--- src/rtl/risc16_pkg.sv ---
// ---------------------------------------------------------------------------
// risc16_pkg
// Shared definitions for the RISC16 data-memory arbiter slice.
//   RISC16_AW / RISC16_DW : default address and data widths (256 x 16 RAM)
//   master_e              : requester index, M_CORE = 0 (load/store port),
//                           M_HOST = 1 (host/loader port)
// ---------------------------------------------------------------------------
package risc16_pkg;

  localparam int RISC16_AW = 8;
  localparam int RISC16_DW = 16;

  // Requester index; also the encoding stored in the grant/response history.
  typedef enum logic {
    M_CORE = 1'b0,
    M_HOST = 1'b1
  } master_e;

endpackage

--- src/rtl/risc16_mem_arb_if.sv ---
// ---------------------------------------------------------------------------
// risc16_mem_arb_if
// One requester port of the data-memory arbiter.
//   valid/ready      : request handshake, transfer when both are high
//   we/addr/wdata    : access description, held stable by the requester
//                      until ready
//   rvalid/rdata     : read response, one cycle after the granted read
// Modports:
//   master : requester side (core or host)
//   slave  : arbiter side
// ---------------------------------------------------------------------------
interface risc16_mem_arb_if
  import risc16_pkg::*;
#(
  parameter int AW = RISC16_AW,
  parameter int DW = RISC16_DW
) ();

  logic          valid;
  logic          ready;
  logic          we;
  logic [AW-1:0] addr;
  logic [DW-1:0] wdata;
  logic          rvalid;
  logic [DW-1:0] rdata;

  modport master (
    output valid, we, addr, wdata,
    input  ready, rvalid, rdata
  );

  modport slave (
    input  valid, we, addr, wdata,
    output ready, rvalid, rdata
  );

endinterface

--- src/rtl/risc16_rr_pick.sv ---
// ---------------------------------------------------------------------------
// risc16_rr_pick
// Combinational two-way grant picker.
//   valid[1:0]  : request vector, bit N = master N requesting
//   last_grant  : master granted most recently
//   prio_mode   : 0 = round-robin, 1 = master 0 fixed priority
//   force_m1    : in priority mode, master 1 has starved and must win
//   grant[1:0]  : one-hot (or zero) grant vector
// ---------------------------------------------------------------------------
module risc16_rr_pick
  import risc16_pkg::*;
(
  input  logic [1:0] valid,
  input  master_e    last_grant,
  input  logic       prio_mode,
  input  logic       force_m1,
  output logic [1:0] grant
);

  // A lone requester always wins. On contention, round-robin hands the
  // slot to whoever did not win last; priority mode favours the core
  // unless the starvation guard has tripped.
  always_comb begin
    grant = 2'b00;
    unique case (valid)
      2'b01: grant = 2'b01;
      2'b10: grant = 2'b10;
      2'b11: begin
        if (prio_mode) begin
          grant = force_m1 ? 2'b10 : 2'b01;
        end else begin
          grant = (last_grant == M_HOST) ? 2'b01 : 2'b10;
        end
      end
      default: grant = 2'b00;
    endcase
  end

endmodule

--- src/rtl/risc16_mem_arb.sv ---
// ---------------------------------------------------------------------------
// risc16_mem_arb
// Shares the single-port data RAM between the core load/store port (m0)
// and the host/loader port (m1). At most one access is granted per cycle;
// read data comes back to the winner one cycle later.
// Ports:
//   clk, rst_n      : clock (rising edge), asynchronous active-low reset
//   m0, m1          : requester ports (risc16_mem_arb_if.slave)
//   mem_en/mem_we   : RAM access strobe and write enable
//   mem_addr        : RAM word address
//   mem_wdata       : RAM write data
//   mem_rdata       : RAM registered read data
// Parameters:
//   AW, DW          : address / data widths
//   PRIO_M0         : 0 = round-robin, 1 = m0 priority with starvation guard
//   STARVE_MAX      : consecutive m1 losses before m1 is forced (1..15)
// ---------------------------------------------------------------------------
module risc16_mem_arb
  import risc16_pkg::*;
#(
  parameter int AW         = RISC16_AW,
  parameter int DW         = RISC16_DW,
  parameter int PRIO_M0    = 0,
  parameter int STARVE_MAX = 4
) (
  input  logic            clk,
  input  logic            rst_n,
  risc16_mem_arb_if.slave m0,
  risc16_mem_arb_if.slave m1,
  output logic            mem_en,
  output logic            mem_we,
  output logic [AW-1:0]   mem_addr,
  output logic [DW-1:0]   mem_wdata,
  input  logic [DW-1:0]   mem_rdata
);

  localparam logic       PRIO_MODE  = (PRIO_M0 != 0);
  localparam logic [3:0] STARVE_LIM = 4'(STARVE_MAX);

  master_e    last_grant_q, last_grant_d;
  master_e    rsp_owner_q,  rsp_owner_d;
  logic [3:0] starve_cnt_q, starve_cnt_d;
  logic       rsp_pend_q,   rsp_pend_d;

  logic [1:0] req_valid;
  logic [1:0] pick_grant;
  logic [1:0] grant;
  logic       force_m1;

  assign req_valid = {m1.valid, m0.valid};
  assign force_m1  = (starve_cnt_q == STARVE_LIM);

  risc16_rr_pick u_pick (
    .valid      (req_valid),
    .last_grant (last_grant_q),
    .prio_mode  (PRIO_MODE),
    .force_m1   (force_m1),
    .grant      (pick_grant)
  );

  // The grant path is combinational, so it is gated with rst_n to keep
  // ready and mem_en low for the whole time reset is asserted.
  assign grant    = pick_grant & {2{rst_n}};
  assign m0.ready = grant[0];
  assign m1.ready = grant[1];

  // RAM request mux: steer the winner onto the RAM bus, park it at zero
  // when idle so the bus does not echo stale requester values.
  always_comb begin
    mem_en    = |grant;
    mem_we    = 1'b0;
    mem_addr  = '0;
    mem_wdata = '0;
    if (grant[0]) begin
      mem_we    = m0.we;
      mem_addr  = m0.addr;
      mem_wdata = m0.wdata;
    end else if (grant[1]) begin
      mem_we    = m1.we;
      mem_addr  = m1.addr;
      mem_wdata = m1.wdata;
    end
  end

  // Next-state for arbitration history and response tracking. The
  // starvation counter only runs while m1 is actually waiting and
  // saturates so the forced grant stays asserted until m1 wins.
  always_comb begin
    last_grant_d = last_grant_q;
    rsp_owner_d  = rsp_owner_q;
    if (grant[0]) begin
      last_grant_d = M_CORE;
      rsp_owner_d  = M_CORE;
    end else if (grant[1]) begin
      last_grant_d = M_HOST;
      rsp_owner_d  = M_HOST;
    end

    rsp_pend_d = (|grant) && !mem_we;

    starve_cnt_d = 4'd0;
    if (m1.valid && !grant[1]) begin
      starve_cnt_d = (starve_cnt_q == STARVE_LIM) ? starve_cnt_q
                                                  : starve_cnt_q + 4'd1;
    end
  end

  // State registers. Reset makes m1 the "last" winner so the core takes
  // the first round-robin contention, and drops any pending response.
  always_ff @(posedge clk or negedge rst_n) begin
    if (!rst_n) begin
      last_grant_q <= M_HOST;
      rsp_owner_q  <= M_CORE;
      starve_cnt_q <= 4'd0;
      rsp_pend_q   <= 1'b0;
    end else begin
      last_grant_q <= last_grant_d;
      rsp_owner_q  <= rsp_owner_d;
      starve_cnt_q <= starve_cnt_d;
      rsp_pend_q   <= rsp_pend_d;
    end
  end

  // Read response routing: RAM data goes to the owner of the previous
  // cycle's read, the other port sees zero.
  assign m0.rvalid = rsp_pend_q && (rsp_owner_q == M_CORE);
  assign m1.rvalid = rsp_pend_q && (rsp_owner_q == M_HOST);
  assign m0.rdata  = (rsp_owner_q == M_CORE) ? mem_rdata : '0;
  assign m1.rdata  = (rsp_owner_q == M_HOST) ? mem_rdata : '0;

endmodule

--- src/flat_wrapper.sv ---
// flat-port wrapper written by rule: the top's interface ports become plain ports
module risc16_mem_arb_flat import risc16_pkg::*;
#(
  parameter int AW         = RISC16_AW,
  parameter int DW         = RISC16_DW,
  parameter int PRIO_M0    = 0,
  parameter int STARVE_MAX = 4
)
  (clk, rst_n, mem_en, mem_we, mem_addr, mem_wdata, mem_rdata, m0_valid, m0_we, m0_addr, m0_wdata, m0_ready, m0_rvalid, m0_rdata, m1_valid, m1_we, m1_addr, m1_wdata, m1_ready, m1_rvalid, m1_rdata);
  risc16_mem_arb_if #(.AW(AW), .DW(DW)) m0_i ();
  risc16_mem_arb_if #(.AW(AW), .DW(DW)) m1_i ();
  input  logic clk;
  input  logic rst_n;
  output logic mem_en;
  output logic mem_we;
  output logic [AW-1:0] mem_addr;
  output logic [DW-1:0] mem_wdata;
  input  logic [DW-1:0] mem_rdata;
  input wire logic [$bits(m0_i.valid)-1:0] m0_valid;
  input wire logic [$bits(m0_i.we)-1:0] m0_we;
  input wire logic [$bits(m0_i.addr)-1:0] m0_addr;
  input wire logic [$bits(m0_i.wdata)-1:0] m0_wdata;
  output wire logic [$bits(m0_i.ready)-1:0] m0_ready;
  output wire logic [$bits(m0_i.rvalid)-1:0] m0_rvalid;
  output wire logic [$bits(m0_i.rdata)-1:0] m0_rdata;
  input wire logic [$bits(m1_i.valid)-1:0] m1_valid;
  input wire logic [$bits(m1_i.we)-1:0] m1_we;
  input wire logic [$bits(m1_i.addr)-1:0] m1_addr;
  input wire logic [$bits(m1_i.wdata)-1:0] m1_wdata;
  output wire logic [$bits(m1_i.ready)-1:0] m1_ready;
  output wire logic [$bits(m1_i.rvalid)-1:0] m1_rvalid;
  output wire logic [$bits(m1_i.rdata)-1:0] m1_rdata;
  assign m0_i.valid = m0_valid;
  assign m0_i.we = m0_we;
  assign m0_i.addr = m0_addr;
  assign m0_i.wdata = m0_wdata;
  assign m0_ready = m0_i.ready;
  assign m0_rvalid = m0_i.rvalid;
  assign m0_rdata = m0_i.rdata;
  assign m1_i.valid = m1_valid;
  assign m1_i.we = m1_we;
  assign m1_i.addr = m1_addr;
  assign m1_i.wdata = m1_wdata;
  assign m1_ready = m1_i.ready;
  assign m1_rvalid = m1_i.rvalid;
  assign m1_rdata = m1_i.rdata;
  risc16_mem_arb #(.AW(AW), .DW(DW), .PRIO_M0(PRIO_M0), .STARVE_MAX(STARVE_MAX)) u_core (.clk(clk), .rst_n(rst_n), .m0(m0_i), .m1(m1_i), .mem_en(mem_en), .mem_we(mem_we), .mem_addr(mem_addr), .mem_wdata(mem_wdata), .mem_rdata(mem_rdata));
endmodule
--- config.mk ---
export PLATFORM = sky130hd
export DESIGN_NAME = risc16_mem_arb_flat
export DESIGN_NICKNAME = d
export VERILOG_FILES = /design/src/rtl/risc16_pkg.sv /design/src/rtl/risc16_mem_arb_if.sv /design/src/rtl/risc16_rr_pick.sv /design/src/rtl/risc16_mem_arb.sv /design/src/flat_wrapper.sv
export SDC_FILE = /design/constraint.sdc
export NUM_CORES = 1
export LEC_CHECK = 0
export BUFFER_PORTS_ARGS = -buffer_cell sky130_fd_sc_hd__buf_2
export CORE_ASPECT_RATIO = 1.2
export CORE_MARGIN = 3
export CORE_UTILIZATION = 30
export CTS_CLUSTER_DIAMETER = 200
export CTS_CLUSTER_SIZE = 40
export DETAILED_ROUTE_END_ITERATION = 12
export HOLD_SLACK_MARGIN = 0.15
export PLACE_DENSITY = 0.88
export SYNTH_ARGS = -nofsm -noshare
export SYNTH_HDL_FRONTEND = slang
export SYNTH_SLANG_ARGS = --single-unit
--- constraint.sdc ---
create_clock -name clk -period 1.8 [get_ports clk]
set_input_delay 0.36 -clock clk [delete_from_list [all_inputs] [get_ports clk]]
set_output_delay 0.36 -clock clk [all_outputs]
set_load 0.01 [all_outputs]
Word-level counts from Yosys, hierarchy flattened
Cells that the tools add are included.

word-level totals
  register bits after elaboration = 3
  bits in latches = 0
  bits in writable memories = 0
  ROM bits = 0
  bits of input ports = 70
  memories = 0

cells by class
  add/sub/neg operators = 0
  $mul = 0
  divide/modulo/power cells = 0
  magnitude comparators = 0
  equal/unequal tests = 3
  shift-type cells = 0
  multiplexer cells = 12
  bitwise gates (word level) = 2
  reduce and logical (&&, ||, !) cells = 6

operator list
  operator              number
  $mux W16              4
  $mux W8               2
  $pmux W2 S3           1
  $eq A2 B2 Y1 const B  2
  $mux W1               4
  $logic_and A1 B1 Y1   3
  $and A2 B2 Y2         1
  $eq A2 B1 Y1 const B  1
  $mux W2               1
  $reduce_bool A2 Y1    1
  $reduce_or A2 Y1      1
  $logic_not A1 Y1      1
  $not A1 Y1            1

Depth between registers and ports, before layout
Gate-level depths: netlist (run 1).

  word-level depth = 7
  gate-level depth with buffers = 5
  mapped depth without buffers = 3

Cells and area by module
Synthesis (run 1) repeated with hierarchy kept, for this count alone.

unflattened totals
  cells, all modules = 109
  area total of the unflattened synthesis = 880.8 um2

by module, submodules not included
  module          instances  cells each  area an instance (um2)
  risc16_mem_arb  1          104         850.8
  risc16_rr_pick  1          5           30.0

Worst setup path before layout (run 1)
OpenSTA, ideal clock, no wires.

  kind = reg2out
  start point = register u_core.last_grant_q
  end point = output mem_addr[6]
  arrival = 1.173 ns
  data required time = 1.440 ns
  setup slack = 0.267 ns
  cell stages (with the launch flop) = 6
  path through = dfstp_2 nor2b_4 nand2b_4 buf_6 buf_8 o22ai_2

on the way
  cells in the longest elaborated chain, start to end = 5

ends and longest elaborated chain
  element                   RTL line               source
  start: declaration        risc16_mem_arb.sv:40   master_e last_grant_q, last_grant_d;
  start signal: assignment  risc16_mem_arb.sv:117  last_grant_q <= last_grant_d;
  $mux W2 (*)               risc16_rr_pick.sv:32   grant = (last_grant == M_HOST) ? 2'b01 : 2'b10;
  $pmux W2 S3 (*)           risc16_rr_pick.sv:25   unique case (valid)
  $and A2 B2 Y2 (*)         risc16_mem_arb.sv:63   assign grant = pick_grant & {2{rst_n}};
  $mux W8                   risc16_mem_arb.sv:78   end else if (grant[1]) begin
  $mux W8 (*)               risc16_mem_arb.sv:74   if (grant[0]) begin
  end: declaration          flat_wrapper.sv:16     output logic [AW-1:0] mem_addr;

Every way passes the cells marked *; elsewhere a longest branch is shown, timed or not.

Final worst setup path (run 1)
  start point = register u_core.last_grant_q
  end point = output mem_wdata[12]

on the way
  cells in the longest elaborated chain, start to end = 5

ends and longest elaborated chain
  element            RTL line              source
  $mux W2 (*)        risc16_rr_pick.sv:32
  $pmux W2 S3 (*)    risc16_rr_pick.sv:25
  $and A2 B2 Y2 (*)  risc16_mem_arb.sv:63
  $mux W16           risc16_mem_arb.sv:78
  $mux W16 (*)       risc16_mem_arb.sv:74
  end: declaration   flat_wrapper.sv:17    output logic [DW-1:0] mem_wdata;

Marked as above.

==> run metrics, run 1 <==
power per cell area 464 nW/um2; synth top area cells o22ai_2 25%, nand2_1 21%, and2_1 11%; root buffer cell clkbuf_4; mapped cell area ~930 um2; DRC viols 0; WP data required between 1 and 1.5 ns; total number of vias 1488; clk_lat worst skew about 0.24 ns; achievable frequency between 500 and 600 MHz; Max Cap Violations 0; number of global-route vias before repair roughly 1.3k; final period utilization a little over nine tenths; Slew headroom a little over 80%; worst-margin pin slew 0.262 ns; io pins ~130; Area Growth Syn to Fin 91.2%; Final #Nets 344; total CTS buffers 3; Ant. Diodes 0; die width between 50 and 60 um; status completed; FP Rows 21; crit path max fanout 6; Worst Setup Path Type reg2out; # fillers ~280; final-report hold violation count 0; remaining antenna violation count 0; Post-Synthesis Cells between 100 and 150; Global Route Usage Sum between 15 and 20%; largest net degree at the start of global routing 52; EDFF count, synth 0; FFs w/ async S/R, synth between 90% and 100%; top-area cell type share of the netlist area between 20% and 30%; Worst Setup End Kind primary output; clk sinks 3; final setup fails 0; register bit total from synthesis 3; worst min-delay path class in2reg; share of cells above drive strength 1 63.4%; core area about 2900 um2; Avg Vias per Cell 4.85; Leak a little over 1 nW; min-delay src m1_we; GPL Wtd Cong between 0.7 and 0.8; sequential share of the synthesized area between 8 and 9%; H-tree Lvls 1; post-synth net total between 200 and 250; VDD IR max around 0.00037 V; Starting Density between 30% and 40%; CP startpoint u_core.last_grant_q; antenna violations before repair 1; Pwr Total between 0.8 and 0.9 mW; clock-pin slew on the worst setup and hold paths 0.04 ns; pre-CTS setup slack between 0.08 and 0.09 ns; Pre-Repair DR Iteration Count 4; most frequent cells after synthesis 52 x nand2_1, 19 x o22ai_2, 17 x and2_1, 17 x nor2b_1, 8 x clkbuf_1; Critical R2R Launch u_core.last_grant_q; area of the die roughly 3800 um2; Clock Skew 0.00564 ns; global-route wire length before repair ~5600 um; Longest Clk Path Bufs 2; RSZ-0062 raised after global routing yes; leading register cell type out of synthesis dfrtp_1; Mean Syn Cell Area ~6.7 um2; Iter 0 DRT Violations between 60 and 70; DP Wirelength between 2000 and 3000 um; Die Ht between 60 and 70 um; GR Overflow Total 0; port bufs 131; yosys warns 0; Final min period around 1.8 ns; final WL between 4000 and 5000 um; Final WS setup about 0.023 ns; Slew Limit Fails 0; CP Data Arrival Time 1.42 ns; Yosys top cell by area o22ai_2; Critical Path Start Type flop; library cells used by synthesis 22; TritonCTS clock tree done; most common cell in the netlist nand2_1; routed len/inst between 10 and 15 um
==> metal layers <==
layer  vias to the layer above  share of wire [%]  GRT usage, %  routed length, um
met4                         2                1.4          6.96                 57
met3                        10                 15          8.80                634
met2                       109                 50          33.7               2060
li1                        739                  -             -                  -
met5                         -               0.32             0                 13
met1                       628                 33          18.2               1360
==> cell type report <==
| cell class | count | area [um2] | area share [%] |
|---|---|---|---|
| timing repair buffer | 140 | 792 | 44.3 |
| sequential | 3 | 76.3 | 4.27 |
| multi-input combinational | 125 | 846 | 47.3 |
| inverter | 1 | 3.75 | 0.210 |
| clock buffer | 4 | 26.3 | 1.47 |
| tap | 34 | 42.5 | 2.38 |
==> layout by cell type, fill, tap and decap left out, types with 3 or more instances in the layout <==
master | synthesis | layout
nor2_1 | 3 | 3
nor2b_1 | 17 | 17
and2_1 | 17 | 17
o22ai_2 | 19 | 24
nand2b_4 | 1 | 4
clkbuf_4 | 0 | 3
nand2_1 | 52 | 51
buf_2 | 2 | 131
==> final timing paths <==
kind                                       end  slack (ns)  depth (start not counted)
min in group asynchronous    u_core.rsp_pend_q        0.57                          2
max in group asynchronous  u_core.last_grant_q        1.04                          2
setup reg to reg             u_core.rsp_pend_q        0.63                          4
hold / removal               u_core.rsp_pend_q        0.35                          2
setup / recovery                 mem_wdata[12]        0.02                          4
hold reg to reg            u_core.last_grant_q        0.59                          1
==> power breakdown <==
part	switching (mW)	total, mW	internal [mW]
sequential	0.00775	0.0887	0.0809
combinational	0.317	0.616	0.300
clock	0.0408	0.124	0.0834
==> through the flow <==
step / hold slack, ns / setup TNS, ns / cell area (um2) / util (%) / std cells
floorplan: 0.0644 / 0 / 935 / - / 140
global placement: 0.208 / 0 / 1590 / 55.1 / 294
detailed placement: 0.209 / 0 / 1590 / 55.1 / 294
CTS: 0.347 / 0 / 1680 / 58.1 / 303
global route: 0.362 / -0.139 / 1790 / 61.8 / 307
finish: 0.347 / 0 / 1790 / 61.8 / 307
==> critical path, cell delays in order (launching register included) <==
cell and delay [ns]:
dfstp_2 0.56, nor2b_4 0.07, nand2b_4 0.19, o22ai_2 0.20
buf_2 0.15
==> registers in the layout (all words and copies together), names as in the netlist <==
register	flops
u_core.last_grant_q	1
u_core.rsp_owner_q	1
u_core.rsp_pend_q	1
==> kinds of logic (layout without fill, tap and decap cells) <==
family / count (synthesis) / count (layout) / synth area share (%)
buf+inv: 15 / 145 / 9.91
compound gates: 28 / 28 / 32.1
flops: 3 / 3 / 8.17
simple gates: 94 / 97 / 49.8
==> what timing repair did <==
action                                  4_1_cts  5_1_grt
pin swaps                                     1       13
endpoints found under the hold margin         2        0
hold buffers                                  2        0
cloned                                        3        3
endpoints found under the setup margin       25       24
gates resized for setup                       3        7
buffers inserted                              0        1
(Power assumes the default switching activity.)
==> inputs of run 2 (changes only) <==
--- a/config.mk
+++ b/config.mk
@@ -5,15 +5,16 @@
 export SDC_FILE = /design/constraint.sdc
 export NUM_CORES = 1
 export LEC_CHECK = 0
+export ABC_AREA = 1
 export BUFFER_PORTS_ARGS = -buffer_cell sky130_fd_sc_hd__buf_2
 export CORE_ASPECT_RATIO = 1.2
 export CORE_MARGIN = 3
-export CORE_UTILIZATION = 30
+export CORE_UTILIZATION = 28
 export CTS_CLUSTER_DIAMETER = 200
 export CTS_CLUSTER_SIZE = 40
 export DETAILED_ROUTE_END_ITERATION = 12
 export HOLD_SLACK_MARGIN = 0.15
-export PLACE_DENSITY = 0.88
+export PLACE_DENSITY = 0.9
 export SYNTH_ARGS = -nofsm -noshare
 export SYNTH_HDL_FRONTEND = slang
 export SYNTH_SLANG_ARGS = --single-unit
==> run metrics, run 2 <==
status completed (unchanged); Starting Density 29.9% (was 32.3%); most common cell after layout, fill and taps aside buf_2 (unchanged); area of the die 3450 um2 (was 3820 um2); largest net degree at the start of global routing 35 (was 52); area of the multi-input gates 477 um2 (was 846 um2); DP Wirelength 2960 um (was 2940 um); synth top area cells nand2_1 46%, inv_1 18%, nor2_1 9.2% (was o22ai_2 25%, nand2_1 21%, and2_1 11%); Die Ht 63.7 um (was 67.1 um); Global Route Usage Sum 19.4% (was 18.5%); power per cell area 429 nW/um2 (was 464 nW/um2); Avg Vias per Cell 4.18 (was 4.85); Comb pwr share 67.6% (was 74.3%); FFs w/ async S/R, synth 100% (unchanged); antenna violations before repair 0 (was 1); Critical Path Start Type flop (unchanged); Final #Nets 371 (was 344); min-delay src m0_we (was m1_we); Post-Synthesis Cells 170 (was 140); FP Rows 20 (was 21); root buffer cell clkbuf_4 (unchanged); global-route wire length before repair 4970 um (was 5580 um); share of cells above drive strength 1 47.7% (was 63.4%); number of global-route vias before repair 1312 (was 1307); Critical R2R Launch u_core.last_grant_q (unchanged); Slew Limit Fails 0 (unchanged); Clk pwr share 19.0% (was 15.0%); WP data required 1.44 ns (about the same); P_sw 0.282 mW (was 0.365 mW); H-tree Lvls 1 (unchanged); Max Cap Violations 0 (unchanged); die width 54.1 um (was 57.0 um); Internal 0.349 mW (was 0.464 mW); Worst Hold End u_core.rsp_pend_q (unchanged); final period utilization 96.9% (was 98.7%); GPL Wtd Cong 0.840 (was 0.739); # fillers 262 (was 281); core area 2600 um2 (was 2890 um2); library cells used by synthesis 15 (was 22); yosys warns 0 (unchanged); setup TNS 0 ns (unchanged); RSZ-0062 raised after global routing yes (unchanged); clock-pin slew on the worst setup and hold paths 0.04 ns (about the same); VDD IR max 0.000254 V (was 0.000374 V); clk_lat worst skew 0.23 ns (was 0.24 ns); RR Endpoint u_core.rsp_pend_q (unchanged); Post-CTS Setup Inserts 0 (unchanged); clk sinks 3 (unchanged); Longest Clk Path Bufs 2 (unchanged); most frequent cells in the layout 130 x buf_2, 95 x nand2_1, 36 x inv_1 (was 131 x buf_2, 51 x nand2_1, 24 x o22ai_2); FF-to-FF setup slack 0.79 ns (was 0.63 ns); mapped cell area 777 um2 (was 935 um2); total number of vias 1391 (was 1488); register area 76.3 um2 (unchanged); Worst Setup End Kind primary output (unchanged); achievable frequency 573 MHz (was 563 MHz); Final min period 1.74 ns (was 1.78 ns); crit path max fanout 25 (was 6); register bit total from synthesis 3 (unchanged); R2R depth 4 (unchanged); worst hold slack 0.439 ns (was 0.347 ns); largest registers u_core.last_grant_q (1), u_core.rsp_owner_q (1), u_core.rsp_pend_q (1) (unchanged); Yosys top cell by area nand2_1 (was o22ai_2); Ant. Diodes 0 (unchanged); post-synth net total 240 (was 210); top-area cell type share of the netlist area 45.9% (was 25.4%); Sw Share 44.7% (was 44.0%); Slew headroom 80.8% (was 82.5%); DRC viols 0 (unchanged); Area Growth Syn to Fin 89.4% (was 91.2%); most frequent cells after synthesis 95 x nand2_1, 37 x inv_1, 19 x nor2_1 (was 52 x nand2_1, 19 x o22ai_2, 17 x and2_1, 17 x nor2b_1, 8 x clkbuf_1); final WL 3360 um (was 4120 um); Clock Skew 0.000976 ns (was 0.00564 ns); leading register cell type out of synthesis dfrtp_1 (unchanged); remaining antenna violation count 0 (unchanged); final setup fails 0 (unchanged); Iter 0 DRT Violations 16 (was 68); EDFF count, synth 0 (unchanged); sequential share of the synthesized area 9.82% (was 8.17%); CP Data Arrival Time 1.38 ns (was 1.42 ns); final-report hold violation count 0 (unchanged); Leak 1.21 nW (was 1.03 nW); Pre-Repair DR Iteration Count 4 (unchanged); Hold Path Stages 4 (was 2); Mean Syn Cell Area 4.57 um2 (was 6.68 um2); io pins 132 (unchanged); TritonCTS clock tree done (unchanged); port bufs 131 (unchanged); sequential power share 13.4% (was 10.7%); Worst Setup Path Type reg2out (unchanged); most common cell in the netlist nand2_1 (unchanged); GR Overflow Total 0 (unchanged); worst min-delay path class in2reg (unchanged); routed len/inst 10.1 um (was 13.4 um); worst-margin pin slew 0.289 ns (was 0.262 ns); total CTS buffers 3 (unchanged)
## run 2: cell types whose count changed after synthesis, moves of 2 or more
cell	delta
nor2_1	+16
buf_2	+2
and2_1	-17
clkbuf_1	-8
o22ai_2	-19
nor2b_1	-17
inv_1	+36
nand3_1	+2
nand2_1	+43
o22ai_1	-6
## run 2: how the worst max path moves through the flow
stage	start	to	slack, ns
2_1_floorplan	u_core.last_grant_q	mem_addr[0]	0.36
3_3_place_gp	rst_n	mem_wdata[11]	0.27
3_5_place_dp	rst_n	mem_wdata[10]	0.25
4_1_cts	u_core.last_grant_q	mem_wdata[10]	0.008
5_1_grt	u_core.last_grant_q	mem_wdata[6]	-0.05
6_report	u_core.last_grant_q	mem_addr[0]	0.06
## run 2: worst max-delay path, cell delays in order (launching register included)
cell	delay, ns
dfstp_2	0.53
inv_2	0.06
a21oi_4	0.13
buf_12	0.17
nand2_1	0.07
nand2_1	0.06
buf_2	0.12
## run 2: what timing repair did
| item | in CTS | in global routing |
|---|---|---|
| endpoints found under the setup margin | 0 | 24 |
| hold endpoints to repair | 3 | 0 |
| resized for setup | 0 | 2 |
| hold buffers | 1 | 0 |
## run 2: area by class of cell
class                   count  area share, %
clock buffers               4           1.79
inverters                  39           10.3
multi-input cells         120           32.4
flip-flops and latches      3           5.19
well taps                  33           2.81
repair buffers            134           47.5
## run 2: routing by layer
metal	share of wire (%)	global-route usage (%)
met1	31	15.7
met2	52	38.5
met3	16	5.44
met4	1.3	9.66
met5	0	0
## run 2: cell families (layout without fill, tap and decap cells)
kind of cell	after synthesis	after routing	share of synthesized area (%)
and+or+nand+nor	118	118	58.6
buffers and inverters	47	177	28.8
AOI/OAI and AO/OA	2	2	2.74
DFF	3	3	9.82
## run 2: power by group through the flow
stage	logic [mW]	clock network, mW	registers (mW)
6_report	0.427	0.120	0.0845
2_1_floorplan	0.229	0	0.0818
3_5_place_dp	0.425	0	0.0855
5_1_grt	0.483	0.123	0.0862
4_1_cts	0.429	0.121	0.0847
3_3_place_gp	0.417	0	0.0843
## run 2: metrics by stage
stage               cells  utilization (%)  cell area (um2)  total power, mW  setup WS [ns]
floorplan             170                -              777            0.310          0.362
global placement      328             54.9             1430            0.501          0.275
detailed placement    328             54.9             1430            0.511          0.249
CTS                   333             56.3             1470            0.634        0.00778
global route          333             56.5             1470            0.692        -0.0546
finish                333             56.5             1470            0.631         0.0558
